--- config.mk ---
export PLATFORM = sky130hd
export DESIGN_NAME = conv_frame_sequencer
export DESIGN_NICKNAME = d
export VERILOG_FILES = /design/src/rtl/conv_frame_sequencer.sv
export SDC_FILE = /design/constraint.sdc
export NUM_CORES = 1
export LEC_CHECK = 0
export BUFFER_PORTS_ARGS = -buffer_cell sky130_fd_sc_hd__buf_2
export CAP_MARGIN = 5
export CORE_MARGIN = 8
export CORE_UTILIZATION = 58
export DETAILED_ROUTE_END_ITERATION = 12
export MAX_ROUTING_LAYER = met4
export PLACE_DENSITY = 0.88
export RECOVER_POWER = 50
export SETUP_SLACK_MARGIN = 0.3
export SYNTH_ARGS = -nofsm -noshare
export SYNTH_HDL_FRONTEND = slang
export SYNTH_SLANG_ARGS = --single-unit
export TNS_END_PERCENT = 50
--- constraint.sdc ---
create_clock -name clk -period 5.38 [get_ports clk]
set_input_delay 0.807 -clock clk [delete_from_list [all_inputs] [get_ports clk]]
set_output_delay 0.807 -clock clk [all_outputs]
set_load 0.01 [all_outputs]
--- src/rtl/conv_frame_sequencer.sv ---
// Frame controller for the conv engine: 3x3 zero-padded conv pass into L0_MEM0, then a
// 2x2/stride-2 max-pool pass from L0_MEM0 into L1_MEM0. Every output is registered.
module conv_frame_sequencer #(
  parameter int IMG_W  = 64,
  parameter int LOG_W  = 6,
  parameter int ADDR_W = 12
) (
  input  logic              clk,
  input  logic              reset,
  input  logic              ready,
  output logic              busy,
  output logic [ADDR_W-1:0] iaddr,
  output logic              pad_zero,
  output logic              mac_clr,
  output logic              mac_en,
  output logic [3:0]        tap_idx,
  output logic              conv_done,
  output logic              pool_clr,
  output logic              pool_en,
  output logic              wsel_pool,
  output logic              cwr,
  output logic [ADDR_W-1:0] caddr_wr,
  output logic              crd,
  output logic [ADDR_W-1:0] caddr_rd,
  output logic [2:0]        csel
);

  typedef enum logic [2:0] {IDLE, C_RD, C_DONE, C_WR, P_RD, P_WR, DONE} state_t;

  state_t             state, nstate;
  logic [3:0]         t, nt;
  logic [LOG_W-1:0]   x, y, nx, ny;
  logic [LOG_W-2:0]   px, py, npx, npy;
  logic [ADDR_W:0]    rd_tap;
  logic               iaddr_pad;

  // Row/col are (LOG_W+1)-bit two's complement; both -1 and IMG_W set the MSB, which is the pad flag.
  function automatic logic [ADDR_W:0] tap_addr(input logic [LOG_W-1:0] ty, tx, input logic [3:0] k);
    logic [1:0]     kr, kc;
    logic [LOG_W:0] r, c;
    logic           pad;
    kr  = (k < 4'd3) ? 2'd0 : (k < 4'd6) ? 2'd1 : 2'd2;
    kc  = 2'(k - 4'(kr) * 4'd3);
    r   = {1'b0, ty} + (LOG_W+1)'(kr) - (LOG_W+1)'(1);
    c   = {1'b0, tx} + (LOG_W+1)'(kc) - (LOG_W+1)'(1);
    pad = r[LOG_W] | c[LOG_W];
    return {pad, pad ? {ADDR_W{1'b0}} : {r[LOG_W-1:0], c[LOG_W-1:0]}};
  endfunction

  always_comb begin
    nstate = state;
    nt     = t;
    nx     = x;
    ny     = y;
    npx    = px;
    npy    = py;
    case (state)
      IDLE: if (ready) begin
        nstate = C_RD; nt = 4'd0; nx = '0; ny = '0;
      end
      C_RD: if (t == 4'd9) begin nstate = C_DONE; nt = 4'd10; end
            else nt = 4'(t + 4'd1);
      C_DONE: begin nstate = C_WR; nt = 4'd11; end
      C_WR: begin
        nt = 4'd0;
        nx = x + LOG_W'(1);
        if (&x) ny = y + LOG_W'(1);
        if (&x && &y) begin nstate = P_RD; npx = '0; npy = '0; end
        else nstate = C_RD;
      end
      P_RD: if (t == 4'd4) begin nstate = P_WR; nt = 4'd5; end
            else nt = 4'(t + 4'd1);
      P_WR: begin
        nt  = 4'd0;
        npx = px + (LOG_W-1)'(1);
        if (&px) npy = py + (LOG_W-1)'(1);
        nstate = (&px && &py) ? DONE : P_RD;
      end
      DONE:    nstate = IDLE;
      default: nstate = IDLE;
    endcase
  end

  assign rd_tap = tap_addr(ny, nx, nt);

  // Outputs are decoded from the next state so they line up with the cycle they describe.
  always_ff @(posedge clk or negedge reset) begin
    if (!reset) begin
      state <= IDLE; t <= '0; x <= '0; y <= '0; px <= '0; py <= '0;
      busy <= 1'b0; iaddr <= '0; iaddr_pad <= 1'b0; pad_zero <= 1'b0;
      mac_clr <= 1'b0; mac_en <= 1'b0; tap_idx <= '0; conv_done <= 1'b0;
      pool_clr <= 1'b0; pool_en <= 1'b0; wsel_pool <= 1'b0; cwr <= 1'b0;
      caddr_wr <= '0; crd <= 1'b0; caddr_rd <= '0; csel <= 3'b000;
    end else begin
      state <= nstate; t <= nt; x <= nx; y <= ny; px <= npx; py <= npy;
      busy      <= (nstate != IDLE);
      iaddr     <= (nstate == C_RD && nt <= 4'd8) ? rd_tap[ADDR_W-1:0] : '0;
      iaddr_pad <= (nstate == C_RD && nt <= 4'd8) & rd_tap[ADDR_W];
      // Tap data lands one cycle after its address, so the mac stage trails the reads by one.
      mac_en    <= (nstate == C_RD && nt >= 4'd1);
      mac_clr   <= (nstate == C_RD && nt == 4'd1);
      tap_idx   <= (nstate == C_RD && nt >= 4'd1) ? 4'(nt - 4'd1) : 4'd0;
      pad_zero  <= (nstate == C_RD && nt >= 4'd1) & iaddr_pad;
      conv_done <= (nstate == C_DONE);
      crd       <= (nstate == P_RD && nt <= 4'd3);
      caddr_rd  <= (nstate == P_RD && nt <= 4'd3) ? {npy, nt[1], npx, nt[0]} : '0;
      pool_en   <= (nstate == P_RD && nt >= 4'd1);
      pool_clr  <= (nstate == P_RD && nt == 4'd1);
      cwr       <= (nstate == C_WR) || (nstate == P_WR);
      wsel_pool <= (nstate == P_WR);
      caddr_wr  <= (nstate == C_WR) ? {ny, nx} :
                   (nstate == P_WR) ? ADDR_W'({npy, npx}) : '0;
      // L0 stays selected through the last pool drain cycle so the switch to L1 has no gap.
      csel      <= (nstate == C_WR || nstate == P_RD) ? 3'b001 :
                   (nstate == P_WR) ? 3'b011 : 3'b000;
    end
  end

endmodule
* Word level (Yosys, flattened, before mapping)
Cells that the tools add are included.
** Storage, ports and cells
- Bits in registers :: 82
- Latch bits :: 0
- RAM bits :: 0
- Memory bits (read-only) :: 0
- Bits of input ports :: 3
- Output and inout port bits :: 53
- Memories kept :: 0
** Operators by class
- Add/sub/neg operators :: 11
- Multiply operators :: 1
- Div/mod/pow operators :: 0
- $lt $le $gt $ge :: 5
- Equality and inequality tests :: 13
- Shifts and indexed selects :: 0
- Muxes and demuxes :: 30
- Bitwise operators :: 3
- Reductions and logical operators :: 17
** Operators by type and width (count)
- $mux W12 :: 4
- $pmux W6 S2 :: 2
- $pmux W4 S5 :: 1
- $pmux W5 S2 :: 2
- $mux W6 :: 3
- $pmux W3 S6 :: 1
- $mux W4 :: 4
- $mux W5 :: 3
- $add A6 B2 Y7 :: 2
- $sub A7 B1 Y7 const B :: 2
- $add A6 B1 Y6 const B :: 2
- $eq A3 B2 Y1 const B :: 4
- $eq A3 B3 Y1 const B :: 4
- $mux W3 :: 4
- $reduce_and A6 Y1 :: 2
- $add A5 B1 Y5 const B :: 2
- $mux W10 :: 1
- $mux W2 :: 5
- $reduce_and A5 Y1 :: 2
- $logic_and A1 B1 Y1 :: 8
- $eq A3 B1 Y1 const B :: 2
- $add A4 B1 Y4 const B :: 1
- $eq A4 B1 Y1 const B :: 1
- $eq A4 B3 Y1 const B :: 1
- 15 further kinds :: 17

* Depth between registers and ports, before layout
Gate-level depths: netlist of run 1.
- Word-level depth :: 13
- Gate-level depth with buffers :: 23
- Mapped depth without buffers :: 22

* Worst setup path before layout of run 1
OpenSTA, ideal clock, no wires.
- Kind :: input to register
- Start point :: in ready
- End point :: reg iaddr[11]
- Library setup time :: 80 ps
- Data arrival time :: 4178 ps
- Slack :: 1122 ps
- Stages on the path :: 21
- Path buffers :: 1
- Path through :: nor4_1 -> o21ai_0 -> o31ai_1 -> nor2_1 -> inv_1 -> ha_1 -> mux2i_1 -> nand2b_1 -> inv_1 -> ha_1 -> xor2_1 -> ha_1 -> inv_1 -> ha_1 -> a211oi_1 -> o21bai_1 -> a21oi_1 -> xnor2_1 -> nand3_1 -> buf_2 -> nor3_2
** Between the ends
- Longest elaborated chain between the ends :: 12
- Elaborated cells on any way between the ends :: 24
** Ends and longest elaborated chain
- start: declaration :: RTL line 10 : input logic ready,
- $mux W4 * :: RTL line 58 : IDLE: if (ready) begin
- $pmux W4 S5 * :: RTL line 57 : case (state)
- via nt[0] :: RTL line 31 : logic [3:0] t, nt;
- $lt A4 B3 Y1 :: RTL line 42 : kr = (k < 4'd3) ? 2'd0 : (k < 4'd6) ? 2'd1 : 2'd2;
- $mux W2 (2 in series) :: RTL line 42
- $mul A2 B1 Y2 :: RTL line 43 : kc = 2'(k - 4'(kr) * 4'd3);
- $sub A2 B2 Y2 :: RTL line 43
- $add A6 B2 Y7 :: RTL line 45 : c = {1'b0, tx} + (LOG_W+1)'(kc) - (LOG_W+1)'(1);
- $sub A7 B1 Y7 :: RTL line 45
- $or A1 B1 Y1 :: RTL line 46 : pad = r[LOG_W] | c[LOG_W];
- $mux W12 :: RTL line 47 : return {pad, pad ? {ADDR_W{1'b0}} : {r[LOG_W-1:0], c[LOG_W-1:0]}};
- $mux W12 * :: RTL line 97 : iaddr <= (nstate == C_RD && nt <= 4'd8) ? rd_tap[ADDR_W-1:0] : '0;
- end signal: assignment :: RTL line 97
- end: declaration :: RTL line 12 : output logic [ADDR_W-1:0] iaddr,
The timed path passes the listed nets; every way through them passes the cells marked *.

* Final worst setup path of run 1
- Start point :: reg state[2]
- End point :: reg iaddr[10]
** Between the ends
- Longest elaborated chain between the ends :: 13
- Elaborated cells on any way between the ends :: 30
** Ends and longest elaborated chain
- start: declaration :: RTL line 30 : state_t state, nstate;
- start signal: assignment :: RTL line 95 : state <= nstate; t <= nt; x <= nx; y <= ny; px <= npx; py <= npy;
- $eq A3 B3 Y1 or $eq A3 B2 Y1 (tied branches) :: RTL line 57
- $reduce_or A2 Y1 (no source line)
- $pmux W4 S5 * :: RTL line 57
- via nt[1] :: RTL line 31
- $lt A4 B3 Y1 :: RTL line 42
- $mux W2 (2 in series) :: RTL line 42
- $mul A2 B1 Y2 :: RTL line 43
- $sub A2 B2 Y2 :: RTL line 43
- $add A6 B2 Y7 :: RTL line 45
- $sub A7 B1 Y7 :: RTL line 45
- $or A1 B1 Y1 :: RTL line 46
- $mux W12 :: RTL line 47
- $mux W12 * :: RTL line 97
Marks and branches as above.

==> impl_metrics.env, run 1 <==
export IMPL_fin_util_pct=66.2
export IMPL_wl_per_cell_um=16.6
export IMPL_synth_nets=425
export IMPL_finalClockSkew_ns=0.00569
export IMPL_cp_common_cell="ha_1"
export IMPL_syn_inst=393
export IMPL_post_cts_buffers=0
export IMPL_clock_root_buffer="clkbuf_8"
export IMPL_cts_resized=0
export IMPL_avgSynthCellArea_um2=10.6
export IMPL_p_sw_share_pct=42.2
export IMPL_slew_violations=83
export IMPL_ys_ff_latch=82
export IMPL_powerDensity_mw_per_mm2=589
export IMPL_rows=31
export IMPL_dr_pass1_iters=4
export IMPL_cts_tree="done"
export IMPL_worst_ep_arrival_time_ns=4.92
export IMPL_drive_gt1_share_pct=19.4
export IMPL_io_pins=56
export IMPL_crit_fanout=18
export IMPL_synth_area_mm2=0.00418
export IMPL_violations="capacitance limit, slew limit"
export IMPL_routed_wl_um=9180
export IMPL_crit_path_end_kind="flip-flop"
export IMPL_detail_route_antenna_nets=0
export IMPL_p_clk_share_pct=17.0
export IMPL_critical_path_startpoint_type="flip-flop"
export IMPL_rsz0062_at_grt="false"
export IMPL_synth_top_area_share_pct=49.1
export IMPL_grt_max_degree=83
export IMPL_synth_ff_type="dfrtp_1"
export IMPL_antenna_found_initial=0
export IMPL_min_period_over_period_pct=86.8
export IMPL_final_net_count=481
export IMPL_synth_edf_count=0
export IMPL_p_leak_nw=2.43
export IMPL_reg2reg_to="iaddr[10]"
export IMPL_first_iter_violations=154
export IMPL_grt_pass1_vias=3038
export IMPL_reg2reg_slack_ns=0.71
export IMPL_clk_latency_ns=0.35
export IMPL_yosysWarnings=0
export IMPL_drc=0
export IMPL_cp_num_cells=21
export IMPL_die_x_um=101
export IMPL_yosysUniqueCellTypes=60
export IMPL_setup_slack_ns=0.708
export IMPL_status="complete, but fails checks"
export IMPL_maxSlewHeadroom_pct=-28.2
export IMPL_fillCellCount=592
export IMPL_vias=3074
export IMPL_clkTransAtPathRegs_ns=0.08
export IMPL_r2r_start="state[2]"
export IMPL_path_cells="nor3b_1, a21o_1, a2111oi_4, buf_4, inv_2, ha_1, mux2i_1, nand2b_1, inv_1, ha_1, xor2_1, ha_1, inv_1, ha_1, a211oi_1, o21bai_1, a21oi_1, xnor2_1, nand3_1, buf_4, nor4_1"
export IMPL_seqPwrFrac_pct=26.8
export IMPL_switchingPower_mw=1.17
export IMPL_ff2ff_path_depth=21
export IMPL_crit_end="iaddr[10]"
export IMPL_clk_path_buf_depth=2
export IMPL_combPwrFrac_pct=56.1
export IMPL_antennaDiodeCount=0
export IMPL_critical_path_max_stage_delay_ns=0.70
export IMPL_core_mm2=0.00714
export IMPL_crit_start="state[2]"
export IMPL_ys_seq_area_share_pct=49.1
export IMPL_slowest_stage="nor3b_1"
export IMPL_ctsHoldBuffers=0
export IMPL_cp_required_ns=5.63
export IMPL_syn_to_final_growth_pct=12.9
export IMPL_p_int_mw=1.61
export IMPL_start_util_pct=58.6
export IMPL_htreeDepth=3
export IMPL_crit_buf_inv=5
export IMPL_port_buffers=54
export IMPL_hpwlAfterDp_um=6880
export IMPL_timing_fmax_ghz=0.214
export IMPL_die_area_mm2=0.0102
export IMPL_setup_viol=0
export IMPL_grt_pass1_wl_um=15100
export IMPL_grtUsageTotal_pct=19.7
export IMPL_drv_cap=1
export IMPL_hold_viol=0
export IMPL_clkSinkCount=82
export IMPL_cts_buffers_inserted=9
export IMPL_tightest_slew_ns=1.92
export IMPL_via_per_inst=5.56
export IMPL_synthTopCellsByArea="dfrtp_1, ha_1, inv_1"
export IMPL_place_congestion=0.998
export IMPL_min_from="iaddr_pad"
export IMPL_ir_worst_vdd_mv=0.446
export IMPL_hold_class="reg2reg"
export IMPL_synth_top_area_cell="dfrtp_1"
export IMPL_grt_overflow=0
export IMPL_pre_cts_ws_ns=0.523
export IMPL_cp_top_family="simple AND/OR/NAND/NOR gates"
export IMPL_async_reset_ff_share_pct=100
export IMPL_path_class="reg2reg"
export IMPL_finalCriticalPeriod_ns=4.67
export IMPL_setup_tns_ns=0
export IMPL_chipHeight_um=101
==> cells in the final DEF (no fill, tap or decap), types with 4 or more instances in the layout <==
master / n
a21oi_1: 20
nand2_1: 15
and3_1: 5
nand3b_1: 5
nor4_1: 7
dfrtp_1: 81
clkbuf_8: 9
o21bai_1: 4
a21o_1: 10
a211oi_1: 5
nor3_1: 7
xnor2_1: 4
o22ai_1: 9
nor2_1: 24
buf_2: 31
ha_1: 27
nor2b_1: 8
nand3_1: 9
nor2_2: 9
inv_1: 49
a22oi_1: 4
xor2_1: 5
buf_4: 4
nor3_2: 10
clkbuf_1: 24
o21ai_0: 10
==> cell usage after synthesis, types with 5 or more instances <==
master	count
dfrtp_1	82
inv_1	49
ha_1	27
nor2_1	24
a21oi_1	21
nand2_1	15
a21o_1	10
nor3_2	10
o21ai_0	10
nand3_1	9
nor2_2	9
o22ai_1	9
nor2b_1	8
nor3_1	7
nor4_1	7
a211oi_1	5
and3_1	5
buf_2	5
nand3b_1	5
xor2_1	5
==> logic make-up after synthesis <==
family	Yosys count	synth area share [%]
compound gates	87	15.4
xor+xnor	9	1.88
fa+ha+maj	29	9.03
buf+inv	65	6.52
flops	82	49.1
mux	2	0.479
other cells	1	0.0897
simple gates	118	17.5
==> power by group through the flow <==
stage	sequential, mW	combinational [mW]	clock (mW)
after global placement	0.754	1.49	0
after detailed placement	0.756	1.57	0
after CTS	0.743	1.57	0.481
after floorplan	0.758	1.22	0
final	0.746	1.56	0.474
after global routing	0.757	1.75	0.505
==> layer usage <==
metal	track usage [%]	part of all wire, %	wire length, um	vias to the layer above
li1	-	-	-	1481
met1	23.3	42	3820	1505
met2	31.5	51	4660	70
met3	3.87	5.3	482	18
met4	9.74	2.3	215	0
met5	-	0	0	-
==> state kept, by name (all words and copies together), names as in the netlist, 3 cells and up <==
register  flops
caddr_rd     12
caddr_wr     12
iaddr        12
px            5
py            5
state         3
t             4
tap_idx       4
x             6
y             6
==> worst min-delay path by stage <==
stage	end	slack, ns	cells after the start
after floorplan	pad_zero	0.45	2
after global placement	pad_zero	0.46	2
after detailed placement	pad_zero	0.46	2
after CTS	pad_zero	0.47	2
after global routing	pad_zero	0.48	2
final	pad_zero	0.47	2
==> cell type report <==
class / instances / area [um2] / share of cell area [%]
Clock buffer: 11 / 131 / 2.78
Clock inverter: 5 / 78.8 / 1.67
Inverter: 52 / 195 / 4.13
Multi-Input combinational cell: 246 / 1870 / 39.5
Sequential cell: 82 / 2050 / 43.5
Tap cell: 99 / 124 / 2.62
Timing Repair Buffer: 58 / 273 / 5.78
==> per-stage QoR <==
stage               std cells  hold WS [ns]  power [mW]  cell area [um2]
floorplan                 393         0.448        1.97             4180
global placement          537         0.462        2.25             4530
detailed placement        537         0.461        2.32             4530
CTS                       553         0.474        2.80             4740
global route              553         0.482        3.01             4720
finish                    553         0.471        2.78             4720
==> worst min-delay path: cells and delay by family, from the launching register on <==
family	cells	cell delay, ns
buffers and inverters	1	0.05
flip-flops	1	0.36
AND/OR/NAND/NOR	1	0.03
No activity file was read; power rests on OpenSTA's default activity.
==> run 2, diff against run 1 <==
RECOVER_POWER = unset   (was 50)
==> run 2 against run 1 <==
The run now ends clean. Via count is 0.39% higher. Combinational power hardly changed. Clock-buffer cell count stayed put. Clock power hardly changed. Global-route usage stayed put. Setup slack better by 0.036 ns. Design area is 0.90% higher. Sequential cell count stayed put. Final cell count stayed put. Critical path type unchanged. Largest cell class unchanged. Largest power group unchanged.
==> impl_metrics.env, run 2 (same netlist as run 1, synthesis figures left out) <==
export IMPL_critical_path_max_stage_delay_ns=0.40
export IMPL_core_mm2=0.00714
export IMPL_rows=31
export IMPL_maxSlewHeadroom_pct=34.9
export IMPL_clk_latency_ns=0.36
export IMPL_final_common_cell="dfrtp_1"
export IMPL_syn_to_final_growth_pct=13.9
export IMPL_finalClockSkew_ns=0.00758
export IMPL_routed_wl_um=9120
export IMPL_die_x_um=101
export IMPL_grt_max_degree=83
export IMPL_detail_route_antenna_nets=0
export IMPL_cts_tree="done"
export IMPL_via_per_inst=5.58
export IMPL_grt_pass1_vias=3038
export IMPL_io_pins=56
export IMPL_timing_fmax_ghz=0.216
export IMPL_critical_path_startpoint_type="flip-flop"
export IMPL_chipHeight_um=101
export IMPL_path_class="reg2reg"
export IMPL_hold_viol=0
export IMPL_drive_gt1_share_pct=24.9
export IMPL_place_congestion=0.998
export IMPL_hpwlAfterDp_um=6880
export IMPL_grtUsageTotal_pct=19.7
export IMPL_path_cells="inv_1, ha_1, nand3b_1, a21oi_2, o31ai_2, nor2_1, inv_1, ha_1, mux2i_1, nand2b_1, inv_1, ha_1, xor2_1, ha_1, inv_1, ha_1, a211oi_1, o21bai_1, a21oi_1, xnor2_1, nand3_1, buf_4, nor4_1"
export IMPL_vias=3086
export IMPL_grt_overflow=0
export IMPL_cts_buffers_inserted=9
export IMPL_whs_ns=0.471
export IMPL_powerDensity_mw_per_mm2=586
export IMPL_slowest_stage="dfrtp_1"
export IMPL_final_net_count=481
export IMPL_htreeDepth=3
export IMPL_reg_largest_list="caddr_rd x12, caddr_wr x12, iaddr x12"
export IMPL_port_buffers=54
export IMPL_start_util_pct=58.6
export IMPL_setup_viol=0
export IMPL_finalPower_mw=2.79
export IMPL_setup_tns_ns=0
export IMPL_crit_path_end_kind="flip-flop"
export IMPL_first_iter_violations=189
export IMPL_clock_root_buffer="clkbuf_8"
export IMPL_drc=0
export IMPL_dr_pass1_iters=4
export IMPL_p_leak_nw=2.53
export IMPL_tightest_slew_ns=0.977
export IMPL_clkTransAtPathRegs_ns=0.08
export IMPL_cp_required_ns=5.64
export IMPL_wl_per_cell_um=16.5
export IMPL_die_area_mm2=0.0102
export IMPL_slew_violations=0
export IMPL_ir_worst_vdd_mv=0.447
export IMPL_clk_path_buf_depth=2
export IMPL_cp_common_cell="ha_1"
export IMPL_status="finished clean"
export IMPL_worst_ep_arrival_time_ns=4.89
export IMPL_drv_cap=0
export IMPL_min_period_over_period_pct=86.2
export IMPL_grt_pass1_wl_um=15100
export IMPL_rsz0062_at_grt="false"
export IMPL_antennaDiodeCount=0
export IMPL_clkSinkCount=82
export IMPL_finalCriticalPeriod_ns=4.64
export IMPL_crit_fanout=13
export IMPL_antenna_found_initial=0
export IMPL_hold_class="reg2reg"
export IMPL_final_cell_mix="dfrtp_1, buf_2, inv_1"
==> run 2: cell types whose count changed in the layout (fill, tap and decap cells not counted), sizes merged <==
cell	delta
buf	+23
clkbuf	-23
==> run 2: through the flow <==
| step | util [%] | area (um2) | cells | worst slack, ns |
|---|---|---|---|---|
| 4_1_cts | 66.4 | 4740 | 553 | 0.672 |
| 3_3_place_gp | 63.5 | 4530 | 537 | 0.670 |
| 6_report | 66.8 | 4760 | 553 | 0.743 |
| 5_1_grt | 66.8 | 4760 | 553 | 0.303 |
| 3_5_place_dp | 63.5 | 4530 | 537 | 0.523 |
| 2_1_floorplan | - | 4180 | 393 | 1.12 |
==> run 2: routing by layer <==
metal / wire length (um) / track usage (%)
met1: 3780 / 23.3
met2: 4650 / 31.5
met3: 409 / 3.87
met4: 276 / 9.74
met5: 0 / -
==> run 2: final timing paths <==
path | slack [ns] | start | endpoint | depth (start not counted)
worst max register to register | 0.74 | t[1] | iaddr[10] | 23
worst max-delay path | 0.74 | t[1] | iaddr[10] | 23
worst min-delay path | 0.47 | iaddr_pad | pad_zero | 2
worst min register to register | 0.47 | iaddr_pad | pad_zero | 2
min in group asynchronous | 0.60 | reset | mac_en | 1
max in group asynchronous | 4.11 | reset | state[0] | 1
==> run 2: where the power goes <==
group / total, mW / switching [mW] / internal, mW
logic: 1.57 / 0.911 / 0.657
clock network: 0.477 / 0.216 / 0.261
registers: 0.747 / 0.0501 / 0.697
==> run 2: final cells by class <==
cell class / count / area (um2)
multi-input cells: 246 / 1880
well taps: 99 / 124
flip-flops and latches: 82 / 2050
inverters: 52 / 195
fillers: 586 / 2370
repair buffers: 58 / 303
clock inverters: 5 / 78.8
clock buffers: 11 / 131
==> run 2: timing repair <==
item                                    4_1_cts  5_1_grt
hold buffers                                  0        0
endpoints found under the setup margin        0        2
resized for setup                             0        6
setup buffers                                 0        0
==> run 2: critical path: cells and delay by family (launching register included) <==
family / cells / cell delay [ns]
buf+inv: 5 / 0.63
flops: 1 / 0.40
mux: 1 / 0.11
simple gates: 5 / 0.95
xor+xnor: 2 / 0.35
fa+ha+maj: 5 / 1.08
compound gates: 5 / 1.02
==> run 3, diff against run 2 <==
==> constraint.sdc (replaced) <==
create_clock -name clk -period 5.38 [get_ports clk]
set_input_delay 0.538 -clock clk [delete_from_list [all_inputs] [get_ports clk]]
set_output_delay 0.538 -clock clk [all_outputs]
set_load 0.01 [all_outputs]
==> run 3 against run 2 <==
Clock skew is 0.0082 ns higher. Design area barely moved. Worst hold slack got worse by 0.14 ns. Setup slack worse by 0.17 ns. Clock power is 13% lower. Sequential cell count stayed put. Power fell by 0.49%. Largest power group unchanged.
==> impl_metrics.env, run 3 (same netlist as run 1, synthesis figures left out) <==
export IMPL_cp_top_family="simple AND/OR/NAND/NOR gates"
export IMPL_die_x_um=101
export IMPL_grt_overflow=0
export IMPL_detail_route_antenna_nets=0
export IMPL_switchingPower_mw=1.23
export IMPL_grtUsageTotal_pct=19.8
export IMPL_antennaDiodeCount=0
export IMPL_setup_slack_ns=0.570
export IMPL_wl_met1_um=3770
export IMPL_p_clk_share_pct=14.9
export IMPL_hold_viol=0
export IMPL_tightest_slew_ns=0.987
export IMPL_grt_pass1_vias=3162
export IMPL_p_int_mw=1.55
export IMPL_final_common_cell="dfrtp_1"
export IMPL_combPwrFrac_pct=58.1
export IMPL_finalPower_mw=2.78
export IMPL_final_cell_mix="dfrtp_1, buf_2, inv_1"
export IMPL_critical_path_startpoint_type="flip-flop"
export IMPL_clkTransAtPathRegs_ns=0.08
export IMPL_wl_met3_um=522
export IMPL_drive_gt1_share_pct=25.8
export IMPL_wl_met2_um=4950
export IMPL_placed_area_mm2=0.00453
export IMPL_top_layer="met4"
export IMPL_syn_to_final_growth_pct=13.9
export IMPL_chipHeight_um=101
export IMPL_clkSinkCount=82
export IMPL_min_period_over_period_pct=89.4
export IMPL_start_util_pct=58.6
export IMPL_worst_ep_arrival_time_ns=5.07
export IMPL_dr_pass1_iters=7
export IMPL_status="finished clean"
export IMPL_routed_wl_um=9460
export IMPL_final_net_count=484
export IMPL_vias=3163
export IMPL_ff2ff_path_depth=20
export IMPL_ir_worst_vdd_mv=0.748
export IMPL_drv_cap=0
export IMPL_cts_tree="done"
export IMPL_wl_per_cell_um=17.0
export IMPL_crit_fanout=13
export IMPL_finalClockSkew_ns=0.0157
export IMPL_drc=0
export IMPL_powerDensity_mw_per_mm2=583
export IMPL_reg2reg_slack_ns=0.57
export IMPL_p_leak_nw=2.53
export IMPL_path_class="reg2reg"
export IMPL_crit_buf_inv=3
export IMPL_cts_buffers_inserted=9
export IMPL_setup_viol=0
export IMPL_slew_violations=0
export IMPL_grt_max_degree=83
export IMPL_timing_fmax_ghz=0.208
export IMPL_port_buffers=54
export IMPL_rsz0062_at_grt="false"
export IMPL_hold_class="in2async"
export IMPL_r2r_start="state[1]"
export IMPL_reg2reg_to="iaddr[4]"
export IMPL_clk_latency_ns=0.36
export IMPL_ctsHoldBuffers=0
export IMPL_core_mm2=0.00714
export IMPL_maxSlewHeadroom_pct=34.2
export IMPL_critical_path_max_stage_delay_ns=0.65
export IMPL_io_pins=56
export IMPL_die_area_mm2=0.0102
export IMPL_clock_root_buffer="clkbuf_8"
export IMPL_slowest_stage="nor4_1"
export IMPL_hpwlAfterDp_um=7020
export IMPL_first_iter_violations=160
export IMPL_htreeDepth=3
export IMPL_design_area_mm2=0.00477
export IMPL_antenna_found_initial=0
export IMPL_cp_required_ns=5.64
export IMPL_seqPwrFrac_pct=27.0
export IMPL_rows=31
export IMPL_grt_pass1_wl_um=15300
export IMPL_place_congestion=0.894
export IMPL_setup_tns_ns=0
export IMPL_pre_cts_ws_ns=0.253
export IMPL_crit_path_end_kind="flip-flop"
export IMPL_cp_common_cell="ha_1"
export IMPL_p_sw_share_pct=44.4
export IMPL_clk_path_buf_depth=2
export IMPL_path_cells="nor4_1, o21ai_0, o31ai_2, nor2_1, inv_1, ha_1, mux2i_1, nand2b_1, inv_1, ha_1, xor2_1, ha_1, inv_1, ha_1, a211oi_1, o21bai_1, a21oi_1, xnor2_1, nand3_4, nor4_1"
export IMPL_finalCriticalPeriod_ns=4.81
export IMPL_via_per_inst=5.69
export IMPL_reg_largest_list="caddr_rd x12, caddr_wr x12, iaddr x12"
-- run 3: per-stage QoR --
stage / instances / util [%] / hold WS, ns
finish: 556 / 66.8 / 0.331
global route: 556 / 66.8 / 0.445
CTS: 553 / 66.1 / 0.375
detailed placement: 537 / 63.5 / 0.469
global placement: 537 / 63.5 / 0.463
floorplan: 393 / - / 0.242
-- run 3: repair_timing --
action	4_1_cts	5_1_grt
setup endpoints to repair	3	13
cloned	0	0
setup buffers	0	3
pin swaps	0	1
gates resized for setup	1	6
-- run 3: worst max path at each step --
stage / slack [ns] / to / cells after the start / from
2_1_floorplan: 1.29 / iaddr[11] / 23 / t[1]
3_3_place_gp: 0.44 / iaddr[4] / 17 / state[2]
3_5_place_dp: 0.25 / iaddr[4] / 20 / state[0]
4_1_cts: 0.43 / iaddr[4] / 20 / state[0]
5_1_grt: 0.30 / iaddr[10] / 23 / t[0]
6_report: 0.57 / iaddr[4] / 20 / state[1]
-- run 3: final cells by class --
class                   count  area [um2]
fillers                   595        2370
flip-flops and latches     82        2050
multi-input cells         246        1890
repair buffers             61         325
inverters                  52         195
clock buffers               9         124
well taps                  99         124
clock inverters             7        57.6
-- run 3: worst reg2reg max path: stages (launching register included) --
cell      delay (ns)
dfrtp_1         0.55
nor4_1          0.66
o21ai_0         0.22
o31ai_2         0.15
nor2_1          0.13
inv_1           0.17
ha_1            0.17
mux2i_1         0.06
nand2b_1        0.19
inv_1           0.08
ha_1            0.15
xor2_1          0.21
ha_1            0.19
inv_1           0.07
ha_1            0.31
a211oi_1        0.35
o21bai_1        0.13
a21oi_1         0.21
xnor2_1         0.20
nand3_4         0.24
nor4_1          0.30
-- run 3: metal layers --
layer	global-route usage, %	vias to the layer above
met5	-	-
met4	8.36	0
met3	4.07	15
met2	33.7	99
met1	22.2	1563
li1	-	1486
-- run 3: power groups by stage --
stage               clock, mW  combinational, mW  sequential [mW]
CTS                     0.419               1.54            0.747
global route            0.447               1.79            0.759
finish                  0.414               1.61            0.750
detailed placement          0               1.53            0.759
floorplan                   0               1.22            0.758
global placement            0               1.47            0.756
